<file path="config.mk">
export PLATFORM = sky130hd
export DESIGN_NAME = caesar_symbol_source
export DESIGN_NICKNAME = d
export VERILOG_FILES = /design/src/rtl/caesar_pkg.sv /design/src/rtl/rate_tick_gen.sv /design/src/rtl/caesar_symbol_source.sv
export SDC_FILE = /design/constraint.sdc
export NUM_CORES = 1
export LEC_CHECK = 0
export ABC_AREA = 1
export CAP_MARGIN = 20
export CORE_AREA = 2 2 77 79
export CTS_CLUSTER_DIAMETER = 120
export DETAILED_ROUTE_END_ITERATION = 16
export DIE_AREA = 0 0 79 81
export PLACE_DENSITY = 0.74
export REMOVE_ABC_BUFFERS = 1
export SETUP_SLACK_MARGIN = 0.05
export SYNTH_ARGS = -nofsm -noshare
export SYNTH_HDL_FRONTEND = slang
export SYNTH_SLANG_ARGS = --single-unit
</file>
<file path="constraint.sdc">
create_clock -name CLOCK_50 -period 3.4 [get_ports CLOCK_50]
set_input_delay 0.85 -clock CLOCK_50 [delete_from_list [all_inputs] [get_ports CLOCK_50]]
set_output_delay 0.85 -clock CLOCK_50 [all_outputs]
set_load 0.05 [all_outputs]
</file>
<file path="src/rtl/caesar_pkg.sv">
// Shared constants, state encoding and helpers for the Caesar symbol source.
// Symbol range is 0..SYM_MAX; keys saturate at SYM_MAX.
package caesar_pkg;

  localparam int SYM_MAX = 25;
  localparam int SYM_W   = 6;
  localparam int KEY_W   = 5;

  typedef enum logic {
    ST_IDLE = 1'b0,
    ST_SEND = 1'b1
  } state_t;

  function automatic logic [SYM_W-1:0] sym_next(
    input logic [SYM_W-1:0] s
  );
    return (s == SYM_W'(SYM_MAX)) ? '0 : s + 1'b1;
  endfunction

  function automatic logic [KEY_W-1:0] key_clamp(
    input logic [KEY_W-1:0] k
  );
    return (k > KEY_W'(SYM_MAX)) ? KEY_W'(SYM_MAX) : k;
  endfunction

endpackage

</file>
<file path="src/rtl/rate_tick_gen.sv">
// Free-running divider: counts 0..CLK_HZ/TICK_HZ-1 and pulses tick at the top.
// Ports: CLOCK_50 clock, rst async active-low reset, tick one-cycle pulse.
module rate_tick_gen #(
  parameter int CLK_HZ  = 50_000_000,
  parameter int TICK_HZ = 1
) (
  input  logic CLOCK_50,
  input  logic rst,
  output logic tick
);

  localparam int TC = CLK_HZ / TICK_HZ - 1;
  localparam int W  = (TC > 0) ? $clog2(TC + 1) : 1;
  localparam logic [W-1:0] TC_V = W'(TC);

  logic [W-1:0] r_cnt;
  logic         w_tc;

  assign w_tc = (r_cnt == TC_V);

  always_ff @(posedge CLOCK_50 or negedge rst) begin
    if (!rst) begin
      r_cnt <= '0;
    end else if (w_tc) begin
      r_cnt <= '0;
    end else begin
      r_cnt <= r_cnt + 1'b1;
    end
  end

  assign tick = w_tc;

endmodule

</file>
<file path="src/rtl/caesar_symbol_source.sv">
// Paces symbols 0..SYM_MAX to the cipher stage with synced/clamped key and mode.
// Ports: CLOCK_50, rst (async low), SW, ENCRYPT, out_ready in; out_valid,
// plaintext, key, encrypt, tick, overrun out. CAESAR_SRC_STEP_EN adds step_n.
module caesar_symbol_source
  import caesar_pkg::*;
#(
  parameter int CLK_HZ  = 50_000_000,
  parameter int TICK_HZ = 1
) (
  input  logic             CLOCK_50,
  input  logic             rst,
  input  logic [KEY_W-1:0] SW,
  input  logic             ENCRYPT,
  input  logic             out_ready,
`ifdef CAESAR_SRC_STEP_EN
  input  logic             step_n,
`endif
  output logic             out_valid,
  output logic [SYM_W-1:0] plaintext,
  output logic [KEY_W-1:0] key,
  output logic             encrypt,
  output logic             tick,
  output logic             overrun
);

  logic [KEY_W-1:0] r_sw_s1;
  logic [KEY_W-1:0] r_sw_s2;
  logic             r_enc_s1;
  logic             r_enc_s2;
  logic [SYM_W-1:0] r_sym;
  state_t           r_state;
  logic [SYM_W-1:0] r_pt;
  logic [KEY_W-1:0] r_key;
  logic             r_enc;
  logic             r_ovr;

  logic             w_tick;
  logic             w_load;
  logic [KEY_W-1:0] w_key;
  logic [SYM_W-1:0] w_sym_nx;

  rate_tick_gen #(
    .CLK_HZ  (CLK_HZ),
    .TICK_HZ (TICK_HZ)
  ) u_tick (
    .CLOCK_50 (CLOCK_50),
    .rst      (rst),
    .tick     (w_tick)
  );

  always_ff @(posedge CLOCK_50 or negedge rst) begin
    if (!rst) begin
      r_sw_s1  <= '0;
      r_sw_s2  <= '0;
      r_enc_s1 <= 1'b0;
      r_enc_s2 <= 1'b0;
    end else begin
      r_sw_s1  <= SW;
      r_sw_s2  <= r_sw_s1;
      r_enc_s1 <= ENCRYPT;
      r_enc_s2 <= r_enc_s1;
    end
  end

`ifdef CAESAR_SRC_STEP_EN
  // Idle level of the button is high, so reset to 1 to avoid a fake edge.
  logic r_stp_s1;
  logic r_stp_s2;
  logic r_stp_d;
  logic w_step;

  always_ff @(posedge CLOCK_50 or negedge rst) begin
    if (!rst) begin
      r_stp_s1 <= 1'b1;
      r_stp_s2 <= 1'b1;
      r_stp_d  <= 1'b1;
    end else begin
      r_stp_s1 <= step_n;
      r_stp_s2 <= r_stp_s1;
      r_stp_d  <= r_stp_s2;
    end
  end

  assign w_step = r_stp_d & ~r_stp_s2;
  assign w_load = w_tick | w_step;
`else
  assign w_load = w_tick;
`endif

  assign w_key    = key_clamp(r_sw_s2);
  assign w_sym_nx = sym_next(r_sym);

  always_ff @(posedge CLOCK_50 or negedge rst) begin
    if (!rst) begin
      r_state <= ST_IDLE;
      r_sym   <= '0;
      r_pt    <= '0;
      r_key   <= '0;
      r_enc   <= 1'b0;
      r_ovr   <= 1'b0;
    end else begin
      unique case (r_state)
        ST_IDLE: begin
          if (w_load) begin
            r_pt    <= r_sym;
            r_key   <= w_key;
            r_enc   <= r_enc_s2;
            r_state <= ST_SEND;
          end
        end
        ST_SEND: begin
          if (out_ready) begin
            r_sym <= w_sym_nx;
            // Back-to-back: reload with the advanced symbol, no idle gap.
            if (w_load) begin
              r_pt  <= w_sym_nx;
              r_key <= w_key;
              r_enc <= r_enc_s2;
            end else begin
              r_state <= ST_IDLE;
            end
          end else if (w_load) begin
            r_ovr <= 1'b1;
          end
        end
      endcase
    end
  end

  assign out_valid = (r_state == ST_SEND);
  assign plaintext = r_pt;
  assign key       = r_key;
  assign encrypt   = r_enc;
  assign tick      = w_tick;
  assign overrun   = r_ovr;

endmodule

</file>
==> flow_summary.json <==
{
  "start_util": 0.518,
  "firstDrtPassIters": 4,
  "numCtsBuffers": 9,
  "fin_area_um2": 3470,
  "antenna_found_initial": 0,
  "drive_gt1_frac": 0.0682,
  "slew_viol_final": 0,
  "root_buffer": "clkbuf_8",
  "seq_area_frac_synth": 0.494,
  "drt-total-wl_um": 6300,
  "netlist_area_um2": 2940,
  "clkSinkCount": 58,
  "place_congestion": 0.967,
  "wl_per_cell_um": 12.6,
  "tightest_slew_ns": 0.512,
  "synthMuxAreaShare": 0,
  "netlist_instances": 388,
  "fin_tns_setup_ns": 0,
  "crit_arrival_ns": 1.96,
  "cpPeakStageDelay_ns": 0.45,
  "critical_path_class": "register to output port",
  "setup-violations-final": 0,
  "dieArea_um2": 6400,
  "grtUsageTotal": 0.214,
  "final_nets": 432,
  "rsz0062_at_grt": "false",
  "synthSimpleGateAreaFrac": 0.378,
  "grt_pass1_vias": 2224,
  "slowest_stage": "dfrtp_1",
  "cp_cell_sequence": "ha_1 > nand3_2 > nor2_1 > nand3b_1 > nor2_1 > buf_4",
  "final_cells": 500,
  "fin_crit_ns": 2.81,
  "required_ns": 2.55,
  "skew_ns": 0.0105,
  "io_buffers": 23,
  "vias": 2430,
  "dr.first_iter.drc_count": 180,
  "row_count": 28,
  "die_w_um": 79,
  "path_clk_slew_ns": 0.07,
  "dp_cells": 484,
  "ys_warn_count": 0,
  "slew_headroom": 0.657,
  "synth_top_family_by_area": "simple AND/OR/NAND/NOR gates",
  "status": "complete, no violations",
  "synth_seq_cells": 58,
  "grt_max_degree": 28,
  "antennaDiodeCount": 0,
  "antenna_left": 0,
  "final_common_cell": "nand2_1",
  "synth_compound_area_frac": 0.0221,
  "placed_area_um2": 3240,
  "synth-xor-area-share": 0.0358,
  "cp_max_fo": 6,
  "cts_resized": 0,
  "synth_area_per_cell_um2": 7.57,
  "io_pins": 24,
  "cts_tree": "built",
  "gr-total-overflow": 0,
  "crit_top_cell": "nor2_1",
  "grt_pass1_wl_um": 10500,
  "min_period_over_period": 0.827,
  "core-area_um2": 5680,
  "irDropWorstVdd_mv": 0.380,
  "maxCapViolations": 0,
  "cts_setup_buffers": 0,
  "fmax_mhz": 356,
  "syn_to_final_growth_pct": 18.0,
  "via_per_inst": 4.86,
  "place_hpwl_um": 4720,
  "ys_types": 29,
  "cts-hold-fix-buffers": 0,
  "power_per_cell_area_nw_per_um2": 436,
  "final_cell_mix": "nand2_1 (146), nor2_1 (75), dfrtp_1 (58)",
  "hold_class": "register to register",
  "synth-adder-area-share": 0.0128,
  "startpoint_type": "register",
  "fin_ws_ns": 0.590,
  "cts_buffer_depth": 2,
  "htreeDepth": 3,
  "end_kind": "output port",
  "place_ws_ns": 0.965,
  "clkLatencyLatePin_ns": 0.33,
  "drc": 0,
  "die_y_um": 81,
  "leakagePower_nw": 1.66,
  "hold_viol": 0
}
[worst max-delay path: cells and delay by family (launching register included)]
| family | cells | cell delay, ns |
|---|---|---|
| flip-flops | 1 | 0.45 |
| AND/OR/NAND/NOR | 4 | 0.65 |
| adder cells (fa/ha/maj) | 1 | 0.32 |
| buffers and inverters | 1 | 0.20 |
[Yosys cell counts]
cell / count / area share
nor2_1: 75 / 0.096
nor3_4: 1 / 0.0055
nor2_4: 1 / 0.0038
inv_1: 36 / 0.046
nand2_2: 1 / 0.0021
nor2_2: 2 / 0.0043
xor2_1: 9 / 0.027
clkinv_1: 1 / 0.0013
clkbuf_1: 1 / 0.0013
buf_4: 2 / 0.0051
a21oi_1: 1 / 0.0017
dfrtp_1: 58 / 0.49
buf_6: 1 / 0.0038
nand3_4: 1 / 0.0060
nand2_1: 146 / 0.19
o21bai_1: 1 / 0.0026
nand4_1: 4 / 0.0085
and3_1: 1 / 0.0021
o21ai_0: 9 / 0.015
nand3_2: 1 / 0.0034
nor3_1: 1 / 0.0017
nand3b_1: 3 / 0.0077
and2_1: 1 / 0.0021
nand2_4: 1 / 0.0038
nand3_1: 22 / 0.037
nor2_8: 1 / 0.0068
o211ai_1: 1 / 0.0026
ha_1: 3 / 0.013
xnor2_1: 3 / 0.0089
[metal layers]
metal  GRT usage  up-vias  share of wire
met5           0        -              0
met4      0.0845        0          0.013
met3      0.0544        8          0.047
met2       0.316       53           0.46
met1       0.304     1110           0.48
li1            -     1259              -
[where the power goes]
group | switching (mW) | internal [mW] | total, mW
Clock | 0.293 | 0.418 | 0.711
Sequential | 0.0166 | 0.707 | 0.724
Combinational | 0.0477 | 0.0289 | 0.0767
Total | 0.357 | 1.15 | 1.51
[layout make-up]
cell class | count | area [µm²]
Clock buffer | 9 | 124
Clock inverter | 7 | 103
Fill cell | 510 | 2210
Inverter | 37 | 139
Multi-Input combinational cell | 289 | 1320
Sequential cell | 58 | 1450
Tap cell | 75 | 93.8
Timing Repair Buffer | 25 | 238
[sequential cells by signal, indices dropped and copies added (netlist names)]
| register | cells |
|---|---|
| key | 5 |
| overrun | 1 |
| r_enc_s2 | 1 |
| encrypt | 1 |
| r_sw_s2 | 5 |
| r_sym | 6 |
| r_enc_s1 | 1 |
| r_sw_s1 | 5 |
| out_valid | 1 |
| plaintext | 6 |
| u_tick.r_cnt | 26 |
[per-stage QoR]
step / utilization / total power, mW / hold WS (ns)
5_1_grt: 0.611 / 1.58 / 0.361
2_1_floorplan: - / 0.775 / 0.331
3_3_place_gp: 0.571 / 0.809 / 0.331
4_1_cts: 0.611 / 1.52 / 0.351
3_5_place_dp: 0.571 / 0.813 / 0.336
6_report: 0.611 / 1.51 / 0.351
[final timing paths]
path	from	endpoint	slack, ns	cells past startpoint
max	u_tick.r_cnt[0]$_DFF_PN0_	tick	0.59	6
min	r_sw_s1[0]$_DFF_PN0_	r_sw_s2[0]$_DFF_PN0_	0.35	0
max reg2reg	u_tick.r_cnt[0]$_DFF_PN0_	plaintext[5]$_DFFE_PN0P_	1.48	8
min reg2reg	r_sw_s1[0]$_DFF_PN0_	r_sw_s2[0]$_DFF_PN0_	0.35	0
max in group asynchronous	rst	overrun$_DFFE_PN0P_	2.29	2
min in group asynchronous	rst	u_tick.r_cnt[23]$_DFF_PN0_	0.43	1
[cell families after synthesis]
logic type               count (synthesis)
adder cells (fa/ha/maj)                  3
AO/OA/AOI/OAI                           12
XOR/XNOR                                12
buffers and inverters                   41
AND/OR/NAND/NOR                        262
flip-flops                              58
No activity file was read; power rests on OpenSTA's default activity.
